==> src/rtl/unified_mem_arbiter_pkg.sv <==
// Shared types for the unified instruction/data memory arbiter.
// FSM states, transaction owners and the latched memory request bundle.
package unified_mem_arbiter_pkg;

    localparam int unsigned ARB_STARVE_LIMIT = 4;

    typedef enum logic [1:0] {
        ARB_IDLE,
        ARB_REQ,
        ARB_RESP
    } arb_state_e;

    typedef enum logic [1:0] {
        OWN_NONE,
        OWN_IF,
        OWN_D
    } mem_owner_e;

    typedef struct packed {
        logic        we;
        logic [63:0] addr;
        logic [63:0] wdata;
        logic [7:0]  be;
    } mem_req_t;

    function automatic logic [63:0] dword_addr(input logic [63:0] a);
        return a & ~64'h7;
    endfunction

endpackage

==> src/rtl/unified_mem_arbiter_if.sv <==
// Fetch, data and memory channels of the unified memory arbiter.
// slave = arbiter side, master = core and memory model side.
interface unified_mem_arbiter_if;

    logic        if_req;
    logic [63:0] if_addr;
    logic        if_kill;
    logic        if_gnt;
    logic        if_rvalid;
    logic [31:0] if_rdata;

    logic        d_req;
    logic        d_we;
    logic [63:0] d_addr;
    logic [63:0] d_wdata;
    logic [7:0]  d_be;
    logic        d_gnt;
    logic        d_rvalid;
    logic [63:0] d_rdata;

    logic        mem_req;
    logic        mem_we;
    logic [63:0] mem_addr;
    logic [63:0] mem_wdata;
    logic [7:0]  mem_be;
    logic        mem_gnt;
    logic        mem_rvalid;
    logic [63:0] mem_rdata;

    modport slave (
        input  if_req, if_addr, if_kill,
        output if_gnt, if_rvalid, if_rdata,
        input  d_req, d_we, d_addr, d_wdata, d_be,
        output d_gnt, d_rvalid, d_rdata,
        output mem_req, mem_we, mem_addr, mem_wdata, mem_be,
        input  mem_gnt, mem_rvalid, mem_rdata
    );

    modport master (
        output if_req, if_addr, if_kill,
        input  if_gnt, if_rvalid, if_rdata,
        output d_req, d_we, d_addr, d_wdata, d_be,
        input  d_gnt, d_rvalid, d_rdata,
        input  mem_req, mem_we, mem_addr, mem_wdata, mem_be,
        output mem_gnt, mem_rvalid, mem_rdata
    );

endinterface

==> src/rtl/unified_mem_arbiter.sv <==
// Arbitrates one single-port 64-bit memory between fetch and data ports.
// Data wins unless fetch has starved; fetch responses can be killed.
module unified_mem_arbiter
    import unified_mem_arbiter_pkg::*;
#(
    parameter int unsigned STARVE_LIMIT = ARB_STARVE_LIMIT
) (
    input  logic                  clk,
    input  logic                  rst,
    unified_mem_arbiter_if.slave  bus,
    output logic                  busy
);

    localparam int unsigned CW =
        (STARVE_LIMIT > 0) ? $clog2(STARVE_LIMIT + 1) : 1;
    localparam logic [CW-1:0] CMAX = CW'(STARVE_LIMIT);

    arb_state_e  state_q;
    arb_state_e  state_d;
    mem_owner_e  owner_q;
    mem_req_t    req_q;
    logic [CW-1:0] starve_q;
    logic        kill_q;

    logic        starve_hit;
    logic        grant_d;
    logic        grant_if;
    logic        done;
    logic        kill_set;

    assign starve_hit = bus.if_req && (starve_q == CMAX);
    assign grant_d    = (state_q == ARB_IDLE) && bus.d_req && !starve_hit;
    assign grant_if   = (state_q == ARB_IDLE) && bus.if_req && !grant_d;
    assign done       = (state_q == ARB_RESP) && bus.mem_rvalid;

    // Kill sticks to the fetch from its grant cycle until the FSM idles.
    assign kill_set = bus.if_kill &&
                      (grant_if ||
                       ((owner_q == OWN_IF) && (state_q != ARB_IDLE)));

    always_ff @(posedge clk or posedge rst) begin
        if (rst) begin
            state_q <= ARB_IDLE;
        end else begin
            state_q <= state_d;
        end
    end

    always_comb begin
        state_d = state_q;
        unique case (state_q)
            ARB_IDLE: begin
                if (grant_d || grant_if) begin
                    state_d = ARB_REQ;
                end
            end
            ARB_REQ: begin
                if (bus.mem_gnt) begin
                    state_d = ARB_RESP;
                end
            end
            ARB_RESP: begin
                if (bus.mem_rvalid) begin
                    state_d = ARB_IDLE;
                end
            end
            default: state_d = ARB_IDLE;
        endcase
    end

    always_comb begin
        bus.if_gnt    = grant_if;
        bus.d_gnt     = grant_d;
        bus.mem_req   = 1'b0;
        bus.mem_we    = 1'b0;
        bus.mem_addr  = '0;
        bus.mem_wdata = '0;
        bus.mem_be    = '0;
        if (state_q == ARB_REQ) begin
            bus.mem_req   = 1'b1;
            bus.mem_we    = req_q.we;
            bus.mem_addr  = dword_addr(req_q.addr);
            bus.mem_wdata = req_q.wdata;
            bus.mem_be    = req_q.be;
        end
        bus.if_rvalid = done && (owner_q == OWN_IF) &&
                        !kill_q && !bus.if_kill;
        bus.d_rvalid  = done && (owner_q == OWN_D);
        bus.if_rdata  = '0;
        if (bus.if_rvalid) begin
            bus.if_rdata = req_q.addr[2] ? bus.mem_rdata[63:32]
                                         : bus.mem_rdata[31:0];
        end
        bus.d_rdata = bus.d_rvalid ? bus.mem_rdata : '0;
        busy        = (state_q != ARB_IDLE);
    end

    always_ff @(posedge clk or posedge rst) begin
        if (rst) begin
            owner_q  <= OWN_NONE;
            req_q    <= '0;
            starve_q <= '0;
            kill_q   <= 1'b0;
        end else begin
            if (grant_d) begin
                owner_q <= OWN_D;
                req_q   <= '{we:    bus.d_we,
                             addr:  bus.d_addr,
                             wdata: bus.d_wdata,
                             be:    bus.d_we ? bus.d_be : 8'hFF};
            end else if (grant_if) begin
                owner_q <= OWN_IF;
                req_q   <= '{we:    1'b0,
                             addr:  bus.if_addr,
                             wdata: 64'h0,
                             be:    8'hFF};
            end else if (done) begin
                owner_q <= OWN_NONE;
            end

            if (grant_d) begin
                if (!bus.if_req) begin
                    starve_q <= '0;
                end else if (starve_q != CMAX) begin
                    starve_q <= starve_q + 1'b1;
                end
            end else if (grant_if) begin
                starve_q <= '0;
            end

            if (done) begin
                kill_q <= 1'b0;
            end else if (kill_set) begin
                kill_q <= 1'b1;
            end
        end
    end

endmodule

==> src/flat_wrapper.sv <==
// flat-port wrapper written by rule: the top's interface ports become plain ports
module unified_mem_arbiter_flat import unified_mem_arbiter_pkg::*;
#(
    parameter int unsigned STARVE_LIMIT = ARB_STARVE_LIMIT
)
  (clk, rst, busy, bus_if_req, bus_if_addr, bus_if_kill, bus_if_gnt, bus_if_rvalid, bus_if_rdata, bus_d_req, bus_d_we, bus_d_addr, bus_d_wdata, bus_d_be, bus_d_gnt, bus_d_rvalid, bus_d_rdata, bus_mem_req, bus_mem_we, bus_mem_addr, bus_mem_wdata, bus_mem_be, bus_mem_gnt, bus_mem_rvalid, bus_mem_rdata);
  unified_mem_arbiter_if bus_i ();
  input  logic clk;
  input  logic rst;
  output logic busy;
  input wire logic [$bits(bus_i.if_req)-1:0] bus_if_req;
  input wire logic [$bits(bus_i.if_addr)-1:0] bus_if_addr;
  input wire logic [$bits(bus_i.if_kill)-1:0] bus_if_kill;
  output wire logic [$bits(bus_i.if_gnt)-1:0] bus_if_gnt;
  output wire logic [$bits(bus_i.if_rvalid)-1:0] bus_if_rvalid;
  output wire logic [$bits(bus_i.if_rdata)-1:0] bus_if_rdata;
  input wire logic [$bits(bus_i.d_req)-1:0] bus_d_req;
  input wire logic [$bits(bus_i.d_we)-1:0] bus_d_we;
  input wire logic [$bits(bus_i.d_addr)-1:0] bus_d_addr;
  input wire logic [$bits(bus_i.d_wdata)-1:0] bus_d_wdata;
  input wire logic [$bits(bus_i.d_be)-1:0] bus_d_be;
  output wire logic [$bits(bus_i.d_gnt)-1:0] bus_d_gnt;
  output wire logic [$bits(bus_i.d_rvalid)-1:0] bus_d_rvalid;
  output wire logic [$bits(bus_i.d_rdata)-1:0] bus_d_rdata;
  output wire logic [$bits(bus_i.mem_req)-1:0] bus_mem_req;
  output wire logic [$bits(bus_i.mem_we)-1:0] bus_mem_we;
  output wire logic [$bits(bus_i.mem_addr)-1:0] bus_mem_addr;
  output wire logic [$bits(bus_i.mem_wdata)-1:0] bus_mem_wdata;
  output wire logic [$bits(bus_i.mem_be)-1:0] bus_mem_be;
  input wire logic [$bits(bus_i.mem_gnt)-1:0] bus_mem_gnt;
  input wire logic [$bits(bus_i.mem_rvalid)-1:0] bus_mem_rvalid;
  input wire logic [$bits(bus_i.mem_rdata)-1:0] bus_mem_rdata;
  assign bus_i.if_req = bus_if_req;
  assign bus_i.if_addr = bus_if_addr;
  assign bus_i.if_kill = bus_if_kill;
  assign bus_if_gnt = bus_i.if_gnt;
  assign bus_if_rvalid = bus_i.if_rvalid;
  assign bus_if_rdata = bus_i.if_rdata;
  assign bus_i.d_req = bus_d_req;
  assign bus_i.d_we = bus_d_we;
  assign bus_i.d_addr = bus_d_addr;
  assign bus_i.d_wdata = bus_d_wdata;
  assign bus_i.d_be = bus_d_be;
  assign bus_d_gnt = bus_i.d_gnt;
  assign bus_d_rvalid = bus_i.d_rvalid;
  assign bus_d_rdata = bus_i.d_rdata;
  assign bus_mem_req = bus_i.mem_req;
  assign bus_mem_we = bus_i.mem_we;
  assign bus_mem_addr = bus_i.mem_addr;
  assign bus_mem_wdata = bus_i.mem_wdata;
  assign bus_mem_be = bus_i.mem_be;
  assign bus_i.mem_gnt = bus_mem_gnt;
  assign bus_i.mem_rvalid = bus_mem_rvalid;
  assign bus_i.mem_rdata = bus_mem_rdata;
  unified_mem_arbiter #(.STARVE_LIMIT(STARVE_LIMIT)) u_core (.clk(clk), .rst(rst), .bus(bus_i), .busy(busy));
endmodule
==> config.mk <==
export PLATFORM = sky130hd
export DESIGN_NAME = unified_mem_arbiter_flat
export DESIGN_NICKNAME = d
export VERILOG_FILES = /design/src/rtl/unified_mem_arbiter_pkg.sv /design/src/rtl/unified_mem_arbiter_if.sv /design/src/rtl/unified_mem_arbiter.sv /design/src/flat_wrapper.sv
export SDC_FILE = /design/constraint.sdc
export NUM_CORES = 1
export LEC_CHECK = 0
export CORE_AREA = 2 2 197 199
export DETAILED_ROUTE_END_ITERATION = 10
export DIE_AREA = 0 0 199 201
export GPL_ROUTABILITY_DRIVEN = 0
export PLACE_DENSITY = 0.54
export SYNTH_ARGS = -nofsm -noshare
export SYNTH_HDL_FRONTEND = slang
export SYNTH_SLANG_ARGS = --single-unit
==> constraint.sdc <==
create_clock -name clk -period 4.53 [get_ports clk]
set_input_delay 0.906 -clock clk [delete_from_list [all_inputs] [get_ports clk]]
set_output_delay 0.906 -clock clk [all_outputs]
set_load 0.01 [all_outputs]
## After elaboration in Yosys (flattened, before gate mapping)

Index checks and enable logic that the tools add are counted.

| operators by class | value |
|---|---|
| add/sub/neg operators | 1 |
| equality and inequality tests | 10 |
| mux-type cells | 24 |
| reductions and logical operators | 25 |

Operator list:

| cell | number |
|---|---|
| 137-bit two-way mux | 2 |
| 64-bit two-way mux | 3 |
| 32-bit two-way mux | 2 |
| 8-bit two-way mux | 2 |
| 1-bit logical AND | 12 |
| 2-bit two-way mux | 6 |
| 3-bit two-way mux | 4 |
| 2-bit inequality test, second input constant | 3 |
| 3-bit inequality test, second input constant | 2 |
| 2-bit case mux with 3 select lines | 1 |
| 2-bit nonzero test | 3 |
| 2-bit by 1-bit == test with 1-bit output, second input constant | 2 |
| 2-bit == test, second input constant | 2 |
| 1-bit logical NOT | 4 |
| 1-bit two-way mux | 4 |
| 3-bit by 1-bit adder with 3-bit output, second input constant | 1 |
| 3-bit == test, second input constant | 1 |
| 3-bit AND reduction | 1 |
| 3-bit nonzero test | 1 |
| 2-bit logical NOT | 1 |
| 1-bit logical OR | 2 |
| 2-bit AND reduction | 1 |

| word-level totals | value |
|---|---|
| bits in registers | 145 |
| bits of input ports | 272 |
| output and inout port bits | 239 |
| word-level logic and storage cells | 68 |

## Depth between registers and ports, before layout

| logic depth | value |
|---|---|
| word-level depth | 10 |
| gate-level depth with buffers | 8 |

## Worst setup path before layout

OpenSTA, ideal clock, no wires.

| timing | value |
|---|---|
| kind | input to output |
| start point | input bus_mem_rvalid |
| end point | output bus_if_rdata[10] |
| arrival | 1913 ps |
| required time | 3624 ps |
| path slack | 1711 ps |
| stages | 5 |
| path buffers | 2 |
| cell sequence | nand3b_4 > or4_1 > buf_2 > buf_6 > nor2_1 |

| between the ends | value |
|---|---|
| word-level cells in the longest chain between the ends | 5 |

Ends and longest elaborated chain:

| what | RTL line | RTL |
|---|---|---|
| from (decl) | flat_wrapper.sv:31 | `input wire logic [$bits(bus_i.mem_rvalid)-1:0] bus_mem_rvalid;` |
| 1-bit logical AND | unified_mem_arbiter.sv:34 | `assign done = (state_q == ARB_RESP) && bus.mem_rvalid;` |
| 1-bit logical AND (2 in a row) | unified_mem_arbiter.sv:86 | `bus.if_rvalid = done && (owner_q == OWN_IF) &&` |
| 1-bit logical AND | unified_mem_arbiter.sv:87 | `!kill_q && !bus.if_kill;` |
| 32-bit two-way mux | unified_mem_arbiter.sv:90 | `if (bus.if_rvalid) begin` |
| to (decl) | flat_wrapper.sv:16 | `output wire logic [$bits(bus_i.if_rdata)-1:0] bus_if_rdata;` |

No other way between the ends.

## Final worst setup path

| timing | value |
|---|---|
| start point | input bus_mem_rvalid |
| end point | output bus_if_rdata[26] |

The elaborated chain is that of the path after synthesis.

==> flow_metrics.env <==
export IMPL_grt_max_degree=136
export IMPL_drive_gt1_frac=0.0478
export IMPL_post_place_ws_ns=0.604
export IMPL_drc=0
export IMPL_critPathArrivalTime_ns=3.00
export IMPL_h_tree_depth=4
export IMPL_dr_wl_met2_mm=17.6
export IMPL_ios=511
export IMPL_yosysWarnings=0
export IMPL_fin_tns_setup_ns=0
export IMPL_dieArea_um2=40000
export IMPL_dr_wl_met3_mm=2.78
export IMPL_dp_hpwl_mm=24.5
export IMPL_row_count=72
export IMPL_via_per_inst=4.41
export IMPL_clock_latency_ns=0.43
export IMPL_powerDensity_nw_per_um2=536
export IMPL_ys_seq_elements=143
export IMPL_criticalPathCategory="in -> out"
export IMPL_clkSinkCount=143
export IMPL_max_freq_mhz=256
export IMPL_postSynthCellCount=788
export IMPL_p_leak_nw=5.62
export IMPL_maxSlewViolCount=0
export IMPL_max_cap_violations=0
export IMPL_vias=7831
export IMPL_ctsLongestPathBuffers=2
export IMPL_antenna_left=0
export IMPL_top_layer_used="met5"
export IMPL_core_area_um2=38100
export IMPL_tightest_slew_ns=0.986
export IMPL_place_area_um2=13200
export IMPL_antenna_found_initial=7
export IMPL_cts_resized=0
export IMPL_routedWlPerCell_um=19.3
export IMPL_setup_violations=0
export IMPL_hold_buffers=0
export IMPL_relSlewSlack=0.343
export IMPL_rsz0062_at_grt="false"
export IMPL_fin_ws_ns=0.621
export IMPL_routedLengthMet1_mm=13.0
export IMPL_finish_utilization=0.363
export IMPL_nNetsFinal=1516
export IMPL_crit_fanout=33
export IMPL_wirelength_mm=34.2
export IMPL_required_ns=3.62
export IMPL_first_pass_iters=4
export IMPL_hold_viol_final=0
export IMPL_ys_seq_area_frac=0.464
export IMPL_grt_pass1_wl_mm=49.8
export IMPL_r2r_setup_slack_ns=2.35
export IMPL_postCtsSetupBuffers=0
export IMPL_start_util=0.203
export IMPL_cts_buffers=17
export IMPL_peakVddDrop_v=0.000293
export IMPL_grt_overflow=0
export IMPL_synth_cell_types=35
export IMPL_finalClockSkew_ns=0.0111
export IMPL_syn_to_final_growth_pct=79.2
export IMPL_outcome="completed"
export IMPL_cts_tree="built"
export IMPL_track_usage=0.165
export IMPL_cp_start_kind="input pin"
export IMPL_finish_instance_area_um2=13800
export IMPL_dieHeight_um=201
export IMPL_path_clk_slew_ns=0.06
export IMPL_syn_avg_cell_area_um2=9.80
export IMPL_dieWidth_um=199
export IMPL_grt_pass1_vias=7979
export IMPL_clockRootBuffer="clkbuf_16"
export IMPL_period_share=0.863
export IMPL_end_kind="primary output"
export IMPL_drt_iter0_markers=475
export IMPL_io_buffers=503
export IMPL_min_path_type="reg -> reg"
export IMPL_netlist_area_um2=7720
export IMPL_min_period_ns=3.91
==> path summary, 6_finish.rpt <==
| check | end | startpoint | cells after the start |
|---|---|---|---|
| worst max-delay path | bus_if_rdata[26] | bus_mem_rvalid | 6 |
| worst min-delay path | u_core.req_q[33] | u_core.req_q[33] | 1 |
| worst max register to register | u_core.req_q[136] | u_core.state_q[1] | 5 |
| worst min register to register | u_core.req_q[33] | u_core.req_q[33] | 1 |
| max in group asynchronous | u_core.req_q[74] | rst | 3 |
| min in group asynchronous | u_core.req_q[54] | rst | 2 |
==> registers in the layout, summed over array words and instances (netlist names) <==
name and count:
u_core.owner_q 2, u_core.starve_q 3, u_core.state_q 2, u_core.req_q 135
u_core.kill_q 1
==> cell families after synthesis <==
group,share of synthesized area
AO/OA/AOI/OAI,0.175
adder cells (fa/ha/maj),0.00324
buffers and inverters,0.0554
flip-flops,0.464
multiplexers,0.0415
other,0.000486
AND/OR/NAND/NOR,0.261
==> placed cells by master (no fill, tap or decap), types with 2 or more instances in the layout <==
cell type,Yosys,final
clkinv_4,0,4
dfrtp_1,143,142
clkinv_2,0,2
o22a_1,8,8
a221o_1,62,62
inv_1,7,5
conb_1,1,3
nor2_1,37,37
ha_1,2,2
nand2_1,64,64
a22o_1,66,66
and3_2,0,2
a31o_2,2,2
and2_1,197,197
diode_2,0,3
clkbuf_16,0,17
clkinvlp_4,0,2
buf_12,0,3
buf_4,6,10
a32o_1,2,2
inv_6,0,3
bufinv_16,0,4
nand2b_1,3,3
o21ai_0,3,3
clkdlybuf4s50_1,0,502
mux2i_1,32,32
nor3_1,62,62
==> synth_stat cells, drive strengths merged <==
| cell | count | area (um2) |
|---|---|---|
| nand3b | 1 | 20.0 |
| conb | 1 | 3.75 |
| a31o | 2 | 17.5 |
| dfrtp | 143 | 3580 |
| and3 | 2 | 12.5 |
| and2 | 197 | 1230 |
| a221o | 62 | 621 |
| inv | 8 | 30.0 |
| nor3 | 62 | 310 |
| nor3b | 1 | 7.51 |
| clkbuf | 39 | 148 |
| nand3 | 1 | 5.00 |
| nor2b | 1 | 6.26 |
| ha | 2 | 25.0 |
| o21bai | 1 | 7.51 |
| a22o | 66 | 578 |
| nand2 | 64 | 240 |
| o21ai | 4 | 20.0 |
| buf | 44 | 250 |
| a32o | 2 | 20.0 |
| nand2b | 3 | 18.8 |
| o221a | 1 | 11.3 |
| or4 | 1 | 7.51 |
| o22a | 8 | 70.1 |
| nand4 | 1 | 6.26 |
| mux2i | 32 | 320 |
| a211oi | 1 | 7.51 |
| nor2 | 38 | 145 |
==> layer usage <==
layer  track usage  vias up
met2         0.298      311
li1              -     3679
met4        0.0568        6
met1         0.181     3788
met3        0.0524       47
met5             0        -
==> area by class of cell <==
| type | instances | area (um2) |
|---|---|---|
| Inverter | 8 | 35.0 |
| Clock buffer | 18 | 439 |
| Timing Repair Buffer | 516 | 5160 |
| Tap cell | 518 | 648 |
| Multi-Input combinational cell | 556 | 3750 |
| Clock inverter | 14 | 205 |
| Sequential cell | 143 | 3580 |
| Fill cell | 3940 | 24300 |
| Antenna cell | 3 | 7.51 |
==> power breakdown <==
part,switching [mW],internal [mW],leakage (nW)
Combinational,1.68,1.95,3.53
Sequential,0.360,1.85,1.78
Clock,0.620,0.949,0.313
==> worst max-delay path, stage by stage <==
cell	delay (ns)
clkdlybuf4s50_1	0.53
nand3b_4	0.12
or4_1	0.47
buf_4	0.26
nor2_1	0.16
clkdlybuf4s50_1	0.54
==> through the flow <==
stage | instances | total power, mW | hold WS, ns
finish | 1776 | 7.41 | 0.494
global route | 1775 | 7.84 | 0.514
CTS | 1773 | 7.51 | 0.502
detailed placement | 1741 | 5.89 | 0.483
global placement | 1741 | 5.86 | 0.479
floorplan | 790 | 4.12 | 0.464
Power figures use the tool's default switching activity.
